$ cat src/rtl/fpu_pkg.sv
// Shared widths, rounding-mode encoding, flag layout and round-increment helper
// for the FPU round/pack stage.
package fpu_pkg;

    localparam int unsigned EXP_W   = 11;
    localparam int unsigned FRAC_W  = 52;
    localparam int unsigned BIAS    = 1023;
    localparam int unsigned EXP_MAX = 2047;

    localparam int unsigned SIG_W   = FRAC_W + 1;        // significand incl. hidden bit
    localparam int unsigned EXPI_W  = EXP_W + 2;         // signed exponent with range guard bits
    localparam int unsigned SIGI_W  = FRAC_W + 3;        // {hidden, fraction, guard, sticky}
    localparam int unsigned RES_W   = 1 + EXP_W + FRAC_W;

    typedef enum logic [1:0] {
        RM_RNE = 2'b00,
        RM_RZ  = 2'b01,
        RM_RU  = 2'b10,
        RM_RD  = 2'b11
    } rm_e;

    typedef struct packed {
        logic ovf;
        logic unf;
        logic inx;
    } flags_t;

    // Operand state carried from the round-decision stage into the pack stage
    typedef struct packed {
        logic              sign;
        logic [EXPI_W-1:0] exp;
        logic [SIG_W-1:0]  sig;
        logic              inc;
        logic              inx;
        rm_e               rm;
    } s1_t;

    // Whether the truncated significand must be bumped by one ulp
    function automatic logic round_inc(input rm_e rm, input logic sign,
                                       input logic lsb, input logic g, input logic s);
        logic inc;
        inc = 1'b0;
        case (rm)
            RM_RNE:  inc = g & (s | lsb);
            RM_RZ:   inc = 1'b0;
            RM_RU:   inc = ~sign & (g | s);
            RM_RD:   inc = sign & (g | s);
            default: inc = 1'b0;
        endcase
        return inc;
    endfunction

endpackage

$ cat src/rtl/andtree.sv
// AND-reduction of an n-bit vector.
//   a    in  n  vector to test
//   y_c  out 1  1 when every bit of a is 1 (combinational)
module andtree #(
    parameter int unsigned n = 8
) (
    input  logic [n-1:0] a,
    output logic         y_c
);

    assign y_c = &a;

endmodule

$ cat src/rtl/round_pack_pipe.sv
// Final FPU stage: rounds a normalized sign/exponent/significand, re-normalizes
// on carry-out, detects overflow/underflow and packs a binary64 result behind a
// two-stage valid/ready pipeline.
//   clk, rst_n          clock, synchronous active-low reset
//   in_valid/in_ready   operand handshake (in_ready is combinational)
//   sign_i, exp_i       sign and signed biased exponent (EXP_W+2 bits)
//   sig_i               {hidden, fraction, guard, sticky}
//   rm_i                rounding mode (rm_e encoding)
//   out_valid/out_ready result handshake
//   res_o               {sign, exp, frac}
//   flags_o             {overflow, underflow, inexact}
module round_pack_pipe
    import fpu_pkg::*;
(
    input  logic              clk,
    input  logic              rst_n,
    input  logic              in_valid,
    output logic              in_ready,
    input  logic              sign_i,
    input  logic [EXPI_W-1:0] exp_i,
    input  logic [SIGI_W-1:0] sig_i,
    input  logic [1:0]        rm_i,
    output logic              out_valid,
    input  logic              out_ready,
    output logic [RES_W-1:0]  res_o,
    output logic [2:0]        flags_o
);

    logic s1_v;
    logic s2_v;
    logic s2_adv;
    s1_t  s1_d;
    s1_t  s1_q;

    logic [SIG_W:0]    sum;
    logic              carry;
    logic [FRAC_W-1:0] frac_adj;
    logic [EXPI_W-1:0] exp_adj;
    logic              exp_all_ones;
    logic              ovf;
    logic              unf;
    logic              ovf_inf;
    logic [RES_W-1:0]  res_d;
    flags_t            flags_d;

    // Handshake: S2 frees when empty or drained; S1 accepts when empty or S2 frees
    assign s2_adv    = ~s2_v | out_ready;
    assign in_ready  = ~s1_v | s2_adv;
    assign out_valid = s2_v;

    // S1: round decision
    always_comb begin
        s1_d.sign = sign_i;
        s1_d.exp  = exp_i;
        s1_d.sig  = sig_i[SIGI_W-1:2];
        s1_d.inx  = sig_i[1] | sig_i[0];
        s1_d.rm   = rm_e'(rm_i);
        s1_d.inc  = round_inc(rm_e'(rm_i), sign_i, sig_i[2], sig_i[1], sig_i[0]);
    end

    // S2: increment and re-normalize on carry-out
    assign sum      = {1'b0, s1_q.sig} + (SIG_W+1)'(s1_q.inc);
    assign carry    = sum[SIG_W];
    assign frac_adj = carry ? sum[FRAC_W:1] : sum[FRAC_W-1:0];
    assign exp_adj  = s1_q.exp + EXPI_W'(carry);

    andtree #(.n(EXP_W)) u_exp_ones (
        .a   (exp_adj[EXP_W-1:0]),
        .y_c (exp_all_ones)
    );

    // Non-negative input only; then >=2048 shows in the guard bits, ==2047 in the AND tree
    assign ovf = ~s1_q.exp[EXPI_W-1]
               & (exp_adj[EXPI_W-1] | exp_adj[EXP_W] | exp_all_ones);
    assign unf = s1_q.exp[EXPI_W-1] | (s1_q.exp == '0);

    // Overflow saturates to infinity only when rounding away from the max finite value
    always_comb begin
        ovf_inf = 1'b0;
        case (s1_q.rm)
            RM_RNE:  ovf_inf = 1'b1;
            RM_RZ:   ovf_inf = 1'b0;
            RM_RU:   ovf_inf = ~s1_q.sign;
            RM_RD:   ovf_inf = s1_q.sign;
            default: ovf_inf = 1'b0;
        endcase
    end

    // Pack
    always_comb begin
        res_d   = {s1_q.sign, exp_adj[EXP_W-1:0], frac_adj};
        flags_d = '{ovf: 1'b0, unf: 1'b0, inx: s1_q.inx};
        if (unf) begin
            res_d   = {s1_q.sign, (RES_W-1)'(0)};
            flags_d = '{ovf: 1'b0, unf: 1'b1, inx: 1'b1};
        end else if (ovf) begin
            flags_d = '{ovf: 1'b1, unf: 1'b0, inx: 1'b1};
            if (ovf_inf) begin
                res_d = {s1_q.sign, EXP_W'(EXP_MAX), {FRAC_W{1'b0}}};
            end else begin
                res_d = {s1_q.sign, EXP_W'(EXP_MAX - 1), {FRAC_W{1'b1}}};
            end
        end
    end

    // Pipeline registers
    always_ff @(posedge clk) begin
        if (!rst_n) begin
            s1_v    <= 1'b0;
            s2_v    <= 1'b0;
            s1_q    <= '0;
            res_o   <= '0;
            flags_o <= '0;
        end else begin
            if (in_ready) begin
                s1_v <= in_valid;
            end
            if (in_valid && in_ready) begin
                s1_q <= s1_d;
            end
            if (s2_adv) begin
                s2_v <= s1_v;
                if (s1_v) begin
                    res_o   <= res_d;
                    flags_o <= flags_d;
                end
            end
        end
    end

endmodule

$ cat config.mk
export PLATFORM = sky130hd
export DESIGN_NAME = round_pack_pipe
export DESIGN_NICKNAME = d
export VERILOG_FILES = /design/src/rtl/fpu_pkg.sv /design/src/rtl/andtree.sv /design/src/rtl/round_pack_pipe.sv
export SDC_FILE = /design/constraint.sdc
export NUM_CORES = 1
export LEC_CHECK = 0
export ABC_AREA = 1
export CAP_MARGIN = 20
export CORE_MARGIN = 5
export CORE_UTILIZATION = 45
export CTS_CLUSTER_DIAMETER = 150
export DETAILED_ROUTE_END_ITERATION = 7
export PLACE_DENSITY = 0.7
export SYNTH_ARGS = -nofsm -noshare
export SYNTH_HDL_FRONTEND = slang
export SYNTH_SLANG_ARGS = --single-unit
$ cat constraint.sdc
create_clock -name clk -period 3.5 [get_ports clk]
set_input_delay 0.7 -clock clk [delete_from_list [all_inputs] [get_ports clk]]
set_output_delay 0.7 -clock clk [all_outputs]
set_load 0.005 [all_outputs]
==> metrics.txt, run 1 <==
post-synth top area share 34.3%; Num Clock Sinks 140; max cap viols 0; worst r2r path cells 23; top cells by area, synth dfxtp_1 34%, nand2_1 12%, nor2_1 7.4%, nand3_2 6.1%, a21oi_2 5.5%; met2 Use GR 32.8%; vias after detailed routing 8,014; share of layout cells above drive strength 1 20.1%; FF-to-FF Start s1_q[3]; # IOs 144; cell row count 49; clock power share 42.8%; PD cells 429 nW/µm²; first-pass iteration count of the detailed router 5; DPL Wire Length 18,500 µm; setup_tns 0 ns; Hold Crit Class flip-flop to flip-flop; outcome complete, no violations; Final setup viols 0; clk buf depth 2; critical setup path kind flip-flop to flip-flop; H-tree Lvls 4; terminus of the critical flop-to-flop path res_o[52]; Startpoint Class flip-flop; met3 Use GR 3.94%; Crit Path Max Fanout 6; via/cell ratio 5.23; vias in the first global route 7,301; area leader, netlist dfxtp_1; Seq cells post-synth 140; post-layout min period 3.26 ns; core area 17,900 µm²; root buf cell clkbuf_16; chip width 145 µm; die area 21,000 µm²; Starting Density 45.7%; antenna violations before repair 0; GRT met1 Usage 35.6%; Area Overhead vs Synth 29.8%; fin. max-slew vios 0; Int Pwr 3.29 mW; Synth Cell Area 8180 µm²; combinational power share 18.1%; drc violations 0; CP startpoint s1_q[3]; Routed WL 25,200 µm; first-pass GRT wire length 38,500 µm; Switching Share 27.9%; final period utilization 93.2%; CTS tree done; Seq/Total Area, Yosys 34.3%; Yosys warnings 0; DIE HEIGHT 145 µm; Gate Count Post-Synth 1,129; Critical Path Sink res_o[52]; Worst Tran Pin Value 0.731 ns; syn_area_per_cell 7.24 µm²; GRT busiest layer met1; GRT overflow 0; clock-pin slew on the worst setup and hold paths 0.06 ns; Power Total 4.56 mW; slew margin rel. 51.3%; Critical Path Sink Type flip-flop; P_leak 4.10 nW; maximum VDD drop 0.348 mV; Max Clk Rate 306 MHz; # diodes 0; Sw Pwr 1.27 mW; # hold bufs at CTS 0; later-pin clock latency in the skew report 0.43 ns; # port buffers 143; arrival time of the worst setup path 3.62 ns; Final Hold Viols 0; placer congestion estimate 0.979; r2r setup slk 0.24 ns; Cell variety after synth 42; Worst Path Required 3.86 ns; Fillers 1,667; sequential power share 39.1%; Worst Clk Skew 0.00764 ns; WL/cell 16.5 µm; Num CTS Buffers 17; Nets 1,367; post-route ant nets 0; First DRT Iteration DRCs 844; largest net degree at the start of global routing 69; syn_nets 1,207; All-Layer GR Usage 23.3%
-- final cells by class --
class | instances | area [µm²] | share of cell area [%]
well taps | 229 | 287 | 2.70
clock buffers | 18 | 439 | 4.14
multi-input cells | 854 | 4630 | 43.6
inverters | 79 | 302 | 2.84
clock inverters | 14 | 193 | 1.82
repair buffers | 197 | 1950 | 18.4
flip-flops and latches | 140 | 2810 | 26.5
-- through the flow --
step	hold slack (ns)	instance area (µm²)	std cells	utilization, %	setup WS, ns
3_5_place_dp	0.458	9750	1487	54.4	0.104
5_1_grt	0.487	10600	1531	59.3	-0.0287
6_report	0.467	10600	1531	59.3	0.236
4_1_cts	0.467	10400	1519	58.0	0.0333
2_1_floorplan	0.436	8180	1129	-	0.495
3_3_place_gp	0.456	9750	1487	54.4	0.216
-- placed cells by master (no fill, tap or decap), drive strengths merged, types with 6 or more instances in the layout --
cell	count
or2	13
o21ai	85
nor4	10
dfxtp	140
nand2	279
nor2	180
nor3	13
xor2	32
a21oi	93
clkbuf	21
inv	80
clkinv	6
buf	52
nand4	20
nand3	104
a31oi	7
clkdlybuf4s50	142
-- synthesized netlist by cell type, drive strengths merged --
cell and instances:
nand2 279, nor2 180, dfxtp 140, nand3 103, a21oi 93, o21ai 85
inv 78, clkbuf 34, xor2 32, nand4 20, buf 19, nor3 13
or2 13, nor4 10, a31oi 7, dlygate4sd3 4, xnor2 4, ha 3
o31ai 3, a21o 2, a22oi 2, a21boi 1, clkinv 1, mux2i 1
nand3b 1, o21bai 1
-- layer usage --
| layer | vias up | wire length, µm |
|---|---|---|
| met5 | - | 0 |
| met4 | 0 | 552 |
| met3 | 44 | 1800 |
| met2 | 309 | 10800 |
| met1 | 3653 | 12100 |
| li1 | 4008 | - |
-- cells by family after synthesis --
family,after synthesis,synth area share [%]
and+or+nand+nor,619,36.8
xor gates and xnor gates,36,3.86
muxes,1,0.122
DFF,140,34.3
AOI/OAI and AO/OA,194,14.6
adders and majority gates,3,0.459
buffers and inverters,136,9.90
-- worst max-delay path, cell delays in order, from the launching register on --
cell and delay (ns):
dfxtp_2 0.36, ha_4 0.15, nand2_1 0.09, nor2_4 0.14, nand2_2 0.10, nor2_4 0.11, nand2_1 0.08, nor2_4 0.13
ha_1 0.16, nand2_1 0.10, nor2_2 0.16, nand3_2 0.09, o21bai_1 0.16, nand2_1 0.10, nor2_1 0.11, nand3_1 0.10
nor2_2 0.10, nand4_2 0.10, nand2_4 0.16, nand3_4 0.19, buf_12 0.21, nand2_1 0.07, nand2_1 0.08, a21oi_1 0.14
-- flip-flops by register name, indices dropped and copies added, names as in the netlist --
name,cells
res_o,64
out_valid,1
flags_o,3
s1_v,1
s1_q,71
-- worst min path at each step --
| stage | depth (start not counted) | slack [ns] | to | from |
|---|---|---|---|---|
| final | 2 | 0.47 | res_o[52] | res_o[52] |
| after detailed placement | 2 | 0.46 | res_o[52] | res_o[52] |
| after global routing | 2 | 0.49 | res_o[52] | res_o[52] |
| after floorplan | 2 | 0.44 | flags_o[0] | s1_q[2] |
| after global placement | 2 | 0.46 | res_o[52] | res_o[52] |
| after CTS | 2 | 0.47 | res_o[52] | res_o[52] |
-- power by group through the flow --
stage	Sequential, mW	Clock [mW]	Combinational (mW)
finish	1.78	1.95	0.823
global route	1.79	2.05	0.898
CTS	1.78	1.96	0.764
detailed placement	1.81	0	0.762
global placement	1.81	0	0.754
floorplan	1.81	0	0.472
-- timing repair --
action,in CTS,in global routing
buffers inserted,0,6
gates resized for setup,0,21
endpoints found under the setup margin,0,64
hold endpoints to repair,0,0
(Power assumes the default switching activity.)
==> inputs of run 2 (changes only) <==
- REMOVE_ABC_BUFFERS: unset -> 1
==> run 2 against run 1 <==
Clock skew rose by 0.0028 ns. Combinational power about the same. Utilization grew 0.46 points. Setup slack lost 0.089 ns. Routed wire length is 2.6% lower. Via count grew 1.3%. Register-to-register slack got worse by 0.09 ns. Non-clock buffer count rose by 9. Die area stayed put. Largest power group unchanged. Highest routed layer unchanged.
==> metrics.txt, run 2 (same netlist as run 1, synthesis figures left out) <==
Final Util 59.7% (was 59.3%); slew margin rel. 50.1% (was 51.3%); Crit Path Max Fanout 8 (was 6); worst setup margin 0.147 ns (was 0.236 ns); Worst Clk Skew 0.0104 ns (was 0.00764 ns); first-pass GRT wire length 38,400 µm (was 38,500 µm); Routed WL 24,600 µm (was 25,200 µm); H-tree Lvls 4 (unchanged); # IOs 144 (unchanged); dpl ws 0.121 ns (was 0.104 ns); most frequent cells in the layout 256 x nand2_1, 159 x nor2_1, 142 x clkdlybuf4s50_1 (was 258 x nand2_1, 158 x nor2_1, 142 x clkdlybuf4s50_1); Biggest register s1_q (unchanged); routed wl met2 11,400 µm (was 10,800 µm); outcome complete, no violations (unchanged); CTS tree done (unchanged); Placed Instances 1,491 (was 1,487); Post-Layout Cell Count 1,540 (was 1,531); fin. max-slew vios 0 (unchanged); First DRT Iteration DRCs 809 (was 844); Area Overhead vs Synth 30.8% (was 29.8%); core area 17,900 µm² (unchanged); Final setup viols 0 (unchanged); chip width 145 µm (unchanged); vias after detailed routing 8,116 (was 8,014); DIE HEIGHT 145 µm (unchanged); first-pass iteration count of the detailed router 6 (was 5); root buf cell clkbuf_16 (unchanged); GRT overflow 0 (unchanged); Worst Path Required 3.78 ns (was 3.86 ns); sequential cell area 2800 µm² (was 2810 µm²); met3 WL 1590 µm (was 1800 µm); CP cell instances ha_2 > nand2_1 > nor2_2 > nand2_2 > nor2_4 > nand2_2 > nor2_4 > ha_2 > nand2_2 > nor2_2 > nand3_2 > o21bai_1 > nand2_1 > nor2_1 > nand3_1 > nor2_2 > nand4_2 > nand2_4 > nand3_4 > clkbuf_16 > nand3_2 > a21oi_2 (was ha_4 > nand2_1 > nor2_4 > nand2_2 > nor2_4 > nand2_1 > nor2_4 > ha_1 > nand2_1 > nor2_2 > nand3_2 > o21bai_1 > nand2_1 > nor2_1 > nand3_1 > nor2_2 > nand4_2 > nand2_4 > nand3_4 > buf_12 > nand2_1 > nand2_1 > a21oi_1); clk buf depth 2 (unchanged); PD cells 439 nW/µm² (was 429 nW/µm²); placer congestion estimate 0.936 (was 0.979); Worst Tran Pin Value 0.749 ns (was 0.731 ns); Hold Crit Class flip-flop to flip-flop (unchanged); Max Clk Rate 298 MHz (was 306 MHz); most common cell after layout, fill and taps aside nand2_1 (unchanged); Fillers 1,650 (was 1,667); post-route ant nets 0 (unchanged); largest net degree at the start of global routing 96 (was 69); # hold bufs at CTS 0 (unchanged); via/cell ratio 5.27 (was 5.23); maximum VDD drop 0.327 mV (was 0.348 mV); # port buffers 143 (unchanged); DR top layer met4 (unchanged); drc violations 0 (unchanged); cell row count 49 (unchanged); vias in the first global route 7,654 (was 7,301); Largest regs s1_q (71), res_o (64), flags_o (3) (unchanged); critical setup path kind flip-flop to flip-flop (unchanged); met1 wire length 11,200 µm (was 12,100 µm); clock-pin slew on the worst setup and hold paths 0.06 ns (about the same); share of layout cells above drive strength 1 20.3% (was 20.1%); Critical Path Sink Type flip-flop (unchanged); slowest stage delay, CP 0.34 ns (was 0.36 ns); P_leak 4.16 nW (was 4.10 nW); Starting Density 45.7% (unchanged); Num Clock Sinks 140 (unchanged); arrival time of the worst setup path 3.63 ns (was 3.62 ns); die area 21,000 µm² (unchanged); antenna violations before repair 0 (unchanged); max cap viols 0 (unchanged); WL/cell 16.0 µm (was 16.5 µm); later-pin clock latency in the skew report 0.42 ns (was 0.43 ns); Final Hold Viols 0 (unchanged); Num CTS Buffers 17 (unchanged); multi-input gate area in the final layout 4610 µm² (was 4630 µm²); All-Layer GR Usage 23.0% (was 23.3%); DPL Wire Length 17,300 µm (was 18,500 µm); final period utilization 95.8% (was 93.2%); max reg flops 71 (unchanged); # diodes 0 (unchanged); Nets 1,376 (was 1,367); post-layout min period 3.35 ns (was 3.26 ns); Startpoint Class flip-flop (unchanged); critical path's slowest cell dfxtp_1 (was dfxtp_2)
==> run 2: cell count changes in the layout (fill, tap and decap cells not counted), sizes merged <==
cell,before,now
clkbuf,21,23
buf,52,62
inv,80,78
bufinv,4,6
clkinv,6,4
clkinvlp,3,2
==> run 2: metal layers <==
layer,vias to the layer above,global-route usage (%)
met4,0,6.19
met2,280,36.9
li1,4020,-
met3,38,4.21
met5,-,0
met1,3778,31.8
==> run 2: area by class of cell <==
type | count | area share (%)
clock inverter | 11 | 2.00
inverter | 79 | 2.82
multi-input combinational | 854 | 43.2
tap | 229 | 2.68
clock buffer | 21 | 4.31
sequential | 140 | 26.2
timing repair buffer | 206 | 18.8
==> run 2: metrics by stage <==
step | cell area [µm²] | hold slack, ns | TNS, ns | power [mW]
after floorplan | 7670 | 0.436 | -2.28 | 2.19
after global placement | 9800 | 0.454 | 0 | 2.57
after detailed placement | 9800 | 0.458 | 0 | 2.58
after CTS | 10500 | 0.468 | 0 | 4.65
after global routing | 10700 | 0.486 | -0.819 | 4.88
final | 10700 | 0.466 | 0 | 4.69
==> run 2: report_power, final <==
group          leakage (nW)  switching, mW  internal (mW)  total [mW]
registers              1.15         0.0792           1.70        1.78
clock network         0.323          0.713           1.37        2.09
logic                  2.68          0.445          0.382       0.826
==> run 2: worst paths after layout <==
| check | slack, ns | cells after the start | startpoint | to |
|---|---|---|---|---|
| worst max-delay path | 0.15 | 22 | s1_q[3] | res_o[17] |
| worst min-delay path | 0.47 | 2 | res_o[14] | res_o[14] |
| worst max register to register | 0.15 | 22 | s1_q[3] | res_o[17] |
| worst min register to register | 0.47 | 2 | res_o[14] | res_o[14] |
==> run 2: timing repair <==
item                       4_1_cts  5_1_grt
setup endpoints to repair        0       64
resized for setup                0       16
buffers inserted                 0       13
==> run 2: worst max-delay path, delay by kind of cell (launching register included) <==
family / cells / cell delay [ns]
AO/OA/AOI/OAI: 2 / 0.20
adder cells (fa/ha/maj): 2 / 0.39
buffers and inverters: 1 / 0.25
flip-flops: 1 / 0.34
AND/OR/NAND/NOR: 17 / 2.00
